<file path="config.mk">
export PLATFORM = sky130hd
export DESIGN_NAME = gpio_ctrl_regs
export DESIGN_NICKNAME = d
export VERILOG_FILES = /design/src/rtl/gpio_ctrl_pkg.sv /design/src/rtl/gpio_irq_capture.sv /design/src/rtl/gpio_ctrl_regs.sv
export SDC_FILE = /design/constraint.sdc
export NUM_CORES = 1
export LEC_CHECK = 0
export ABC_AREA = 1
export CELL_PAD_IN_SITES_DETAIL_PLACEMENT = 0
export CELL_PAD_IN_SITES_GLOBAL_PLACEMENT = 1
export CORE_MARGIN = 10
export CORE_UTILIZATION = 31
export DETAILED_ROUTE_END_ITERATION = 8
export GPL_ROUTABILITY_DRIVEN = 0
export PLACE_DENSITY_LB_ADDON = 0.05
export SLEW_MARGIN = 5
export SYNTH_ARGS = -nofsm -noshare
export SYNTH_HDL_FRONTEND = slang
export SYNTH_HIERARCHICAL = 1
export SYNTH_SLANG_ARGS = --single-unit
export TNS_END_PERCENT = 20
</file>
<file path="constraint.sdc">
create_clock -name clk -period 1.6 [get_ports clk]
set_clock_uncertainty 0.15 [all_clocks]
set_input_delay 0.24 -clock clk [delete_from_list [all_inputs] [get_ports clk]]
set_output_delay 0.24 -clock clk [all_outputs]
set_load 0.02 [all_outputs]
</file>
<file path="src/rtl/gpio_ctrl_pkg.sv">
// Shared constants and types for the GPIO control register block:
// register addresses, ISTAT bit positions, FSM state type and the LOCK key.
package gpio_ctrl_pkg;

    localparam logic [3:0] ADDR_DATA  = 4'd0;
    localparam logic [3:0] ADDR_DIR   = 4'd1;
    localparam logic [3:0] ADDR_PIN   = 4'd2;
    localparam logic [3:0] ADDR_IMASK = 4'd3;
    localparam logic [3:0] ADDR_PCMSK = 4'd4;
    localparam logic [3:0] ADDR_EDGE  = 4'd5;
    localparam logic [3:0] ADDR_FUNC  = 4'd6;
    localparam logic [3:0] ADDR_ISTAT = 4'd7;
    localparam logic [3:0] ADDR_IEN   = 4'd8;
    localparam logic [3:0] ADDR_LOCK  = 4'd9;

    localparam int ISTAT_INT0      = 0;
    localparam int ISTAT_INT1      = 1;
    localparam int ISTAT_PINCHANGE = 2;

    localparam logic [7:0] LOCK_KEY = 8'hA5;

    typedef enum logic {
        ST_IDLE = 1'b0,
        ST_RESP = 1'b1
    } state_t;

endpackage

</file>
<file path="src/rtl/gpio_irq_capture.sv">
// Rising-edge detection on the three interrupt levels with sticky,
// write-one-to-clear status; a new edge wins over a simultaneous clear.
module gpio_irq_capture
    import gpio_ctrl_pkg::*;
(
    input  logic       clk,
    input  logic       reset,
    input  logic       irq_int0,
    input  logic       irq_int1,
    input  logic       irq_pinchange,
    input  logic [2:0] clr,
    output logic [2:0] status
);

    logic [2:0] level;
    logic [2:0] prev;

    always_comb begin
        level                  = '0;
        level[ISTAT_INT0]      = irq_int0;
        level[ISTAT_INT1]      = irq_int1;
        level[ISTAT_PINCHANGE] = irq_pinchange;
    end

    always_ff @(posedge clk or negedge reset) begin
        if (!reset) begin
            prev   <= '0;
            status <= '0;
        end else begin
            prev   <= level;
            status <= (status & ~clr) | (level & ~prev);
        end
    end

endmodule

</file>
<file path="src/rtl/gpio_ctrl_regs.sv">
// GPIO control register file with a valid/ready request/response port.
// Optional write lock on DIR/FUNC is built when GPIO_CTRL_REGS_LOCK_EN is defined.
//
// state   | meaning
// IDLE    | no response pending, ready for a request
// RESP    | response presented, waiting for rsp_ready
module gpio_ctrl_regs
    import gpio_ctrl_pkg::*;
(
    input  logic        clk,
    input  logic        reset,
    input  logic        req_valid,
    output logic        req_ready,
    input  logic        req_we,
    input  logic [3:0]  req_addr,
    input  logic [31:0] req_wdata,
    output logic        rsp_valid,
    input  logic        rsp_ready,
    output logic [31:0] rsp_rdata,
    output logic        rsp_err,
    output logic [15:0] data_in,
    output logic [15:0] dir_in,
    output logic        write_data_enable,
    output logic        write_dir_enable,
    output logic [31:0] interrupt_mask,
    output logic [15:0] pinchange_msk,
    output logic [1:0]  int0_msk,
    output logic [1:0]  int1_msk,
    output logic        EN_PWM_OUTA0,
    output logic        EN_PWM_OUTB0,
    output logic        EN_TMR_IN0,
    output logic        EN_I2C,
    output logic        EN_SPI,
    output logic        EN_UART,
    input  logic [15:0] gpio_data_in,
    input  logic        irq_int0,
    input  logic        irq_int1,
    input  logic        irq_pinchange,
    output logic        irq
);

    state_t      state, state_nxt;
    logic        accept;
    logic        wr_blocked;
    logic [3:0]  edge_sel;
    logic [5:0]  func_sel;
    logic [2:0]  ien;
    logic [2:0]  istat;
    logic [2:0]  istat_clr;
    logic [31:0] rdata_nxt;
    logic        err_nxt;

    assign req_ready = (state == ST_IDLE) || rsp_ready;
    assign accept    = req_valid && req_ready;
    assign rsp_valid = (state == ST_RESP);

    always_ff @(posedge clk or negedge reset) begin
        if (!reset) state <= ST_IDLE;
        else        state <= state_nxt;
    end

    always_comb begin
        state_nxt = state;
        if (accept)
            state_nxt = ST_RESP;
        else if (state == ST_RESP && rsp_ready)
            state_nxt = ST_IDLE;
    end

`ifdef GPIO_CTRL_REGS_LOCK_EN
    logic lock;

    always_ff @(posedge clk or negedge reset) begin
        if (!reset)
            lock <= 1'b0;
        else if (accept && req_we && req_addr == ADDR_LOCK && req_wdata == {24'b0, LOCK_KEY})
            lock <= 1'b1;
    end

    assign wr_blocked = req_we && lock && (req_addr == ADDR_DIR || req_addr == ADDR_FUNC);
`else
    assign wr_blocked = 1'b0;
`endif

    always_comb begin
        rdata_nxt = '0;
        err_nxt   = 1'b0;
        case (req_addr)
            ADDR_DATA:  rdata_nxt = {16'b0, data_in};
            ADDR_DIR:   rdata_nxt = {16'b0, dir_in};
            ADDR_PIN:   rdata_nxt = {16'b0, gpio_data_in};
            ADDR_IMASK: rdata_nxt = interrupt_mask;
            ADDR_PCMSK: rdata_nxt = {16'b0, pinchange_msk};
            ADDR_EDGE:  rdata_nxt = {28'b0, edge_sel};
            ADDR_FUNC:  rdata_nxt = {26'b0, func_sel};
            ADDR_ISTAT: rdata_nxt = {29'b0, istat};
            ADDR_IEN:   rdata_nxt = {29'b0, ien};
`ifdef GPIO_CTRL_REGS_LOCK_EN
            ADDR_LOCK:  rdata_nxt = {31'b0, lock};
`endif
            default:    err_nxt = 1'b1;
        endcase
        // Writes return zero data; only the error flag is meaningful.
        if (req_we)
            rdata_nxt = '0;
        if (wr_blocked)
            err_nxt = 1'b1;
    end

    always_ff @(posedge clk or negedge reset) begin
        if (!reset) begin
            rsp_rdata         <= '0;
            rsp_err           <= 1'b0;
            data_in           <= '0;
            dir_in            <= '0;
            write_data_enable <= 1'b0;
            write_dir_enable  <= 1'b0;
            interrupt_mask    <= '0;
            pinchange_msk     <= '0;
            edge_sel          <= '0;
            func_sel          <= '0;
            ien               <= '0;
        end else begin
            write_data_enable <= 1'b0;
            write_dir_enable  <= 1'b0;
            if (accept) begin
                rsp_rdata <= rdata_nxt;
                rsp_err   <= err_nxt;
                if (req_we && !wr_blocked) begin
                    case (req_addr)
                        ADDR_DATA: begin
                            data_in           <= req_wdata[15:0];
                            write_data_enable <= 1'b1;
                        end
                        ADDR_DIR: begin
                            dir_in           <= req_wdata[15:0];
                            write_dir_enable <= 1'b1;
                        end
                        ADDR_IMASK: interrupt_mask <= req_wdata;
                        ADDR_PCMSK: pinchange_msk  <= req_wdata[15:0];
                        ADDR_EDGE:  edge_sel       <= req_wdata[3:0];
                        ADDR_FUNC:  func_sel       <= req_wdata[5:0];
                        ADDR_IEN:   ien            <= req_wdata[2:0];
                        default: ;
                    endcase
                end
            end
        end
    end

    assign istat_clr = (accept && req_we && req_addr == ADDR_ISTAT) ? req_wdata[2:0] : 3'b000;

    gpio_irq_capture u_irq_capture (
        .clk           (clk),
        .reset         (reset),
        .irq_int0      (irq_int0),
        .irq_int1      (irq_int1),
        .irq_pinchange (irq_pinchange),
        .clr           (istat_clr),
        .status        (istat)
    );

    assign int0_msk = edge_sel[1:0];
    assign int1_msk = edge_sel[3:2];
    assign {EN_UART, EN_SPI, EN_I2C, EN_TMR_IN0, EN_PWM_OUTB0, EN_PWM_OUTA0} = func_sel;
    assign irq = |(istat & ien);

endmodule

</file>
==> results of run 1 <==
[cell usage after synthesis (all sizes together)]
library cell / number / area [sq um]
nand2: 278 / 1070
inv: 77 / 289
nand3: 55 / 275
dfrtp: 135 / 3380
clkbuf: 16 / 60.1
o21a: 1 / 7.51
nor3: 1 / 10.0
nor2: 25 / 144
nor3b: 3 / 22.5
o21ai: 136 / 711
a21oi: 1 / 8.76
buf: 20 / 113
[repair_timing]
action | 4_1_cts | 5_1_grt
pin swaps | 1 | 14
endpoints found under the setup margin | 198 | 161
setup buffers | 0 | 7
gates cloned | 0 | 7
hold buffers | 1 | 0
gates resized for setup | 150 | 148
hold endpoints to repair | 135 | 0
[logic make-up (layout without fill, tap and decap cells)]
| logic type | Yosys count | count (layout) | share of synthesized area [%] |
|---|---|---|---|
| and+or+nand+nor | 362 | 364 | 25.0 |
| AOI/OAI and AO/OA | 138 | 138 | 11.9 |
| DFF | 135 | 135 | 55.5 |
| other | 0 | 1 | 0 |
| buffers and inverters | 113 | 378 | 7.58 |
[worst max path at each step]
stage / depth (start not counted) / startpoint / endpoint / slack [ps]
2_1_floorplan: 8 / rsp_valid / u_irq_capture/status[0] / -2
3_3_place_gp: 10 / req_addr[0] / rsp_rdata[13] / -560
3_5_place_dp: 10 / req_addr[1] / rsp_rdata[13] / -540
4_1_cts: 7 / rsp_valid / u_irq_capture/status[2] / -80
5_1_grt: 8 / rsp_valid / pinchange_msk[8] / -110
6_report: 6 / req_we / interrupt_mask[17] / -60
[cell type report]
class                      instances  area, sq um
antenna                            1         2.50
clock buffer                      20          457
clock inverter                    12          199
fill                            1932         9640
inverter                          77          293
multi-input combinational        502         2490
sequential                       135         3380
tap                              265          332
timing repair buffer             269         2610
[state kept, by name, indices dropped and copies added, names as in the netlist, 3 cells and up]
register and flops:
interrupt_mask 32, rsp_rdata 32, data_in 16, dir_in 16, pinchange_msk 16, func_sel 6
edge_sel 4, ien 3, u_irq_capture/prev 3, u_irq_capture/status 3
[power breakdown]
part           internal [W]  total, W  switching (W)  leakage [nW]
sequential          0.00392   0.00431       0.000385          1.68
combinational       0.00100   0.00261        0.00161          2.99
clock               0.00284   0.00434        0.00149         0.308
total               0.00777    0.0113        0.00349          4.98
[through the flow]
step	setup WS [ps]	area, sq um	TNS, ps	cells
CTS	-78.2	9280	-965	1266
floorplan	-2.49	6120	-7.46	748
global placement	-561	8770	-51780	1233
global route	-110	9760	-6250	1281
detailed placement	-543	8770	-54430	1233
finish	-56.5	9760	-1200	1281
[layer usage]
metal | vias to the layer above | part of all wire, % | routed length, microns
met4 | 0 | 1.4 | 340
met2 | 210 | 45 | 10700
met1 | 2859 | 47 | 11200
met3 | 22 | 7.0 | 1670
li1 | 2885 | - | -
met5 | - | 0 | 0
[worst max-delay path, delay by kind of cell]
kind | cells | cell delay (ps)
compound gates | 1 | 80
simple gates | 2 | 320
buf+inv | 3 | 1160
==> results.md, run 1 <==
* Status: complete, but fails checks
* Failing checks: negative setup slack
* NumNets Final at 1062
* GR peak layer: met2
* Initial antenna violation count at 1
* Layout cell share with drive strength beyond 1 at 19.7%
* Cell row count at 51
* Post-synthesis cell type count at 20
* Hold crit path type: in2async
* Worst Path Max Fanout at 8
* Syn Nets at 808
* GRT met2 Usage at 26.8%
* DR WL/cell at around 19 microns
* CTS tree: built
* Vias per cell at ~4.7
* Crit end category: flip-flop
* Slew headroom at 59.4%
* Flops & latches, synth at 135
* Max Cap Violations at 0
* Final min period at between 1500 and 2000 ps
* Vias in the first global route at 5950
* Hold WS at approximately 74 ps
* Drt first pass iters at 7
* Commonest non-fill, non-tap cell in the layout: nand2_1
* Die H at approximately 160 microns
* Syn Area/Cell at 8.14 sq um
* PwrDens at 1150 nW/um^2
* Global-route usage over all layers at ~18%
* Die width at 160 microns
* R2R depth at 7
* Final cycle utilization of the critical path at 104%
* Sequential cell area fraction in the yosys report at between 50% and 60%
* Clk root buf: clkbuf_16
* Worst Max-Slew Pin Slew at 607 ps
* Synth-to-layout area growth at 60.4%
* Worst setup margin at -56.5 ps
* First-pass GRT wire length at about 36000 microns
* Setup crit start kind: input port
* Worst reg2reg path endpoint: interrupt_mask[17]
* Clk Latency, worst-skew pair at around 420 ps
* Final Hold Fails at 0
* Worst Path Required at around 1800 ps
* HPWL Detailed at about 17000 microns
* Finish-stage setup viols at 63
* Post-synthesis cell area at 6090 sq um
* Critical path, cell by cell: clkdlybuf4s50_1 > nand2_8 > nor2_4 > buf_12 > buf_6 > o21ai_0
* Met1 Use GR at 24.1%
* Fmax at 604 MHz
* GRT overflow at 0
* Leakage power at 4.98 nW
* CP max stage delay at 860 ps
* Worst Setup Path Type: in2reg
* Fin util at 50.3%
* Slew Limit Fails at 0
* RSZ-0062 raised after global routing: true
* R2r startpoint: rsp_valid
* TritonCTS Buffers at 17
* Total number of vias at 5976
* Clk slew on worst S/H paths at approximately 60 ps
* Peak supply drop at 0.000748 V
* Drc violations at 0
* Total power at 0.0113 W
* Core area at 19400 sq um
* Clk sinks at 135
* Clk buf depth at 2
* Die ar. at 25600 sq um
* Cells after synthesis at 748
* Largest net degree at the start of global routing at 56
* Number of DRC markers in iteration 0 at approximately 470
* Final ANT Viol Nets at 0
* R2R setup slack at -50 ps
* Global Route met3 Usage at between 5 and 6%
* CP max-delay cell: clkdlybuf4s50_1
* Io pins at 188
* Starting density of the core at 31.4%
* Synth warnings at 6
* I/O Buffers at about 190
* Htree depth at 4
* Leading cell types in the layout, fill and taps excluded: nand2_1 (255), dfrtp_1 (134), dlygate4sd2_1 (93)
* Final WL at ~24000 microns
* Arrival time at the worst endpoint at 1810 ps
(Power assumes the default switching activity.)
==> run 2, diff against run 1 <==
SKIP_LAST_GASP = 1   (was unset)
==> results.md, run 2 (same netlist as run 1, synthesis figures left out) <==
* Placed cell count at between 1000 and 1500
* Largest registers: interrupt_mask: 32 flops, rsp_rdata: 32 flops
* GRT overflow at 0
* Arrival time at the worst endpoint at ~1400 ps
* Clk sinks at 135
* Drc violations at 0
* Largest net degree at the start of global routing at 56
* Initial antenna violation count at 1
* Area of the multi-input gates at 2290 sq um
* Cell row count at about 50
* RSZ-0062 raised after global routing: true
* Vias per cell at 4.60
* Total power at 0.0113 W
* Final Hold Fails at 0
* Die ar. at roughly 26000 sq um
* I/O Buffers at about 190
* Htree depth at 4
* Seq. cell area at 3380 sq um
* Layout cell share with drive strength beyond 1 at 14.0%
* Sw Pwr at around 0.0034 W
* Peak supply drop at 0.000742 V
* Number of DRC markers in iteration 0 at 422
* Clk pwr share at a little under two fifths
* Critical path, cell by cell: clkdlybuf4s50_1
* Logic pwr share at 23.5%
* NumNets Final at 1049
* CP max-delay cell: clkdlybuf4s50_1
* Total number of vias at 5828
* Clk buf depth at 2
* Worst Path Required at 1210 ps
* Drt first pass iters at 7
* Fill cells at between 1500 and 2000
* CP Buf/Inv Count at 1
* Worst setup margin at -197 ps
* Slew headroom at 71.9%
* Flop pwr share at 38.1%
* Io pins at 188
* Synth-to-layout area growth at 57.0%
* Die H at 160 microns
* Commonest non-fill, non-tap cell in the layout: nand2_1
* Fmax at 557 MHz
* PwrDens at 1180 nW/um^2
* HPWL Detailed at 17400 microns
* Crit path max-delay family: buffers and inverters
* Leading cell types in the layout, fill and taps excluded: nand2_1 (268), dfrtp_1 (134), o21ai_0 (121)
* Clk root buf: clkbuf_16
* Clk Latency, worst-skew pair at 420 ps
* Hold crit path type: in2async
* Global-route usage over all layers at 17.6%
* Non-filler cells, final at 1268
* Worst Path Max Fanout at 2
* Worst Max-Slew Pin Slew at 421 ps
* Fin util at 49.3%
* Die width at 160 microns
* TritonCTS Buffers at 17
* Final ANT Viol Nets at 0
* Final WL at 22900 microns
* Max Cap Violations at 0
* CTS tree: built
* Pre-CTS setup slack at -543 ps
* CP max stage delay at a little over 600 ps
* Starting density of the core at 31.4%
* Status: complete, but fails checks
* Final min period at 1800 ps
* Setup crit start kind: flip-flop
* Crit end category: output port
* Core area at 19400 sq um
* DR WL/cell at about 18 microns
* Worst Setup Path Type: reg2out
* Leakage power at 5.26 nW
* Power Internal at about 0.0079 W
* Final cycle utilization of the critical path at 112%
* Total negative setup slack at -7620 ps
* Finish-stage setup viols at a little over 60
* Slew Limit Fails at 0
* Clk slew on worst S/H paths at around 60 ps
* Failing checks: negative setup slack
* Net Sw Frac at roughly 30%
* First-pass GRT wire length at approximately 35000 microns
* Vias in the first global route at 5943
run 2: metrics by stage:
stage               hold WS (ps)  area (sq um)
finish                      74.4          9560
global route                76.3          9560
CTS                         74.9          9390
detailed placement         -73.5          8770
global placement           -74.3          8770
floorplan                   -206          6120
run 2: power groups by stage:
| stage | logic (W) | clock network [W] | registers (W) |
|---|---|---|---|
| after CTS | 0.00273 | 0.00441 | 0.00431 |
| after floorplan | 0.000597 | 0 | 0.00486 |
| after global routing | 0.00290 | 0.00461 | 0.00437 |
| final | 0.00266 | 0.00434 | 0.00430 |
| after global placement | 0.00280 | 0 | 0.00436 |
| after detailed placement | 0.00282 | 0 | 0.00437 |
run 2: final cells by class:
| type | instances | share of cell area [%] |
|---|---|---|
| diodes | 1 | 0.0262 |
| clock inverters | 12 | 2.08 |
| inverters | 77 | 3.02 |
| flip-flops and latches | 135 | 35.4 |
| clock buffers | 20 | 4.78 |
| repair buffers | 258 | 27.3 |
| multi-input cells | 500 | 24.0 |
| well taps | 265 | 3.47 |
run 2: what timing repair did:
action,in CTS,in global routing
endpoints found under the setup margin,198,246
gates resized for setup,49,63
pin swaps,0,1
buffers inserted,0,1
hold buffers,1,0
endpoints found under the hold margin,135,0
gates cloned,0,0
run 2: path summary, 6_finish.rpt:
| kind | cells past startpoint | to | slack, ps | start |
|---|---|---|---|---|
| min in group clk | 1 | u_irq_capture/prev[1] | 130 | irq_int1 |
| worst min-delay path | 2 | rsp_rdata[11] | 70 | reset |
| worst max-delay path | 1 | data_in[6] | -200 | data_in[6] |
| worst min register to register | 2 | rsp_rdata[6] | 320 | rsp_rdata[6] |
| worst max register to register | 6 | dir_in[5] | -60 | rsp_valid |
| max in group asynchronous | 3 | rsp_rdata[28] | 580 | reset |
run 2: metal layers:
metal	GRT usage, %	part of all wire, %	vias to the layer above
li1	-	-	2847
met1	23.9	48	2761
met2	26.7	45	200
met3	5.32	6.4	20
met4	4.59	1.1	0
met5	0	0	-
==> run 3, diff against run 2 <==
CORE_MARGIN = 4   (was 10)
==> results.md, run 3 (same netlist as run 1, synthesis figures left out) <==
* Cell row count at 50
* Initial antenna violation count at 0
* Worst Path Max Fanout at 3
* Slew Limit Fails at 0
* Hold crit path type: in2async
* Drt first pass iters at 5
* HPWL Detailed at 16300 microns
* Clk sinks at around 140
* Slew headroom at 64.1%
* Htree depth at 4
* Hold WS at 126 ps
* GRT met2 Usage at 32.5%
* Fin util at 51.6%
* R2R depth at 8
* Clk Latency, worst-skew pair at roughly 420 ps
* Vias per cell at between 4 and 5
* R2R setup slack at -80 ps
* Global-route usage over all layers at 20.5%
* Setup crit start kind: flip-flop
* Final min period at ~1800 ps
* Status: complete, but fails checks
* Final cycle utilization of the critical path at 113%
* GR peak layer: met2
* Final Hold Fails at 0
* Starting density of the core at 32.0%
* NumNets Final at 1065
* Arrival time at the worst endpoint at 1410 ps
* Max Cap Violations at 0
* CTS tree: built
* Clk root buf: clkbuf_16
* Clk buf depth at 2
* R2r startpoint: rsp_valid
* Largest net degree at the start of global routing at 41
* RSZ-0062 raised after global routing: true
* Worst setup margin at -200 ps
* Critical path, cell by cell: clkdlybuf4s50_1
* Worst reg2reg path endpoint: data_in[2]
* Layout cell share with drive strength beyond 1 at 15.3%
* Worst Max-Slew Pin Slew at 536 ps
* Largest registers: interrupt_mask: 32 flops, rsp_rdata: 32 flops
* Vias in the first global route at 6083
* TritonCTS Buffers at 17
* Drc violations at 0
* Failing checks: negative setup slack
* Met1 Use GR at 28.4%
* Final ANT Viol Nets at 0
* CP max stage delay at about 610 ps
* Number of DRC markers in iteration 0 at 353
* Crit end category: output port
* Fmax at 556 MHz
* Die H at 148 microns
* Io pins at 188
* Number of diodes at 0
* Die ar. at roughly 22000 sq um
* Peak supply drop at 0.000692 V
* Final WL at 22600 microns
* I/O Buffers at 187
* Global Route met3 Usage at 5.03%
* Fill cells at between 1500 and 2000
* DR WL/cell at 17.7 microns
* CP max-delay cell: clkdlybuf4s50_1
* GRT overflow at 0
* Core area at 19000 sq um
* Total number of vias at ~6000
* Clk slew on worst S/H paths at 60 ps
* Leakage power at approximately 5.3 nW
* Crit path max-delay family: buffers and inverters
* Worst Path Required at 1210 ps
* Commonest non-fill, non-tap cell in the layout: nand2_1
* PwrDens at between 1000 and 1500 nW/um^2
* Synth-to-layout area growth at 61.1%
* Worst Setup Path Type: reg2out
* CP Buf/Inv Count at 1
* Seq. cell area at about 3400 sq um
* Finish-stage setup viols at 151
* Area of the multi-input gates at roughly 2300 sq um
* First-pass GRT wire length at 35000 microns
* Leading cell types in the layout, fill and taps excluded: nand2_1 (269), dfrtp_1 (134), clkdlybuf4s50_1 (120)
* Die width at approximately 150 microns
==> run 3: layout make-up <==
| cell class | instances | area share, % |
|---|---|---|
| Clock inverter | 13 | 1.25 |
| Timing Repair Buffer | 272 | 29.5 |
| Inverter | 77 | 2.95 |
| Multi-Input combinational cell | 502 | 23.9 |
| Tap cell | 260 | 3.32 |
| Sequential cell | 135 | 34.5 |
| Clock buffer | 19 | 4.62 |
==> run 3: power by group <==
| part | switching, W | total (W) | internal, W |
|---|---|---|---|
| logic | 0.00155 | 0.00279 | 0.00124 |
| clock network | 0.00159 | 0.00382 | 0.00223 |
| registers | 0.000376 | 0.00429 | 0.00392 |
| total | 0.00352 | 0.0109 | 0.00739 |
==> run 3: worst max-delay path by stage <==
| stage | from | end | slack [ps] | cells after the start |
|---|---|---|---|---|
| 2_1_floorplan | rsp_valid | u_irq_capture/status[0] | -2 | 8 |
| 3_3_place_gp | req_addr[0] | rsp_rdata[31] | -910 | 6 |
| 3_5_place_dp | req_addr[1] | rsp_rdata[20] | -1010 | 6 |
| 4_1_cts | edge_sel[1] | int0_msk[1] | -260 | 1 |
| 5_1_grt | func_sel[3] | EN_I2C | -240 | 1 |
| 6_report | dir_in[9] | dir_in[9] | -200 | 1 |
==> run 3: metrics by stage <==
| stage | setup WS, ps | total power (W) | instance area [sq um] | cells | TNS [ps] |
|---|---|---|---|---|---|
| final | -200 | 0.0109 | 9800 | 1278 | -12870 |
| after global routing | -240 | 0.0115 | 9800 | 1278 | -25040 |
| after CTS | -259 | 0.0111 | 9550 | 1270 | -28180 |
| after detailed placement | -1010 | 0.00717 | 8840 | 1232 | -66310 |
| after global placement | -913 | 0.00714 | 8840 | 1232 | -62360 |
| after floorplan | -2.49 | 0.00546 | 6120 | 748 | -7.46 |
==> run 3: timing repair <==
action	in CTS	in global routing
setup buffers	3	5
setup endpoints to repair	220	252
endpoints found under the hold margin	135	0
gates cloned	2	3
gates resized for setup	49	52
pin swaps	4	2
hold buffers	1	0
==> run 3: routing by layer <==
metal | wire length (microns) | share of wire (%)
met1 | 10400 | 46
met5 | 0 | 0
met2 | 10600 | 47
met3 | 1330 | 5.9
met4 | 252 | 1.1
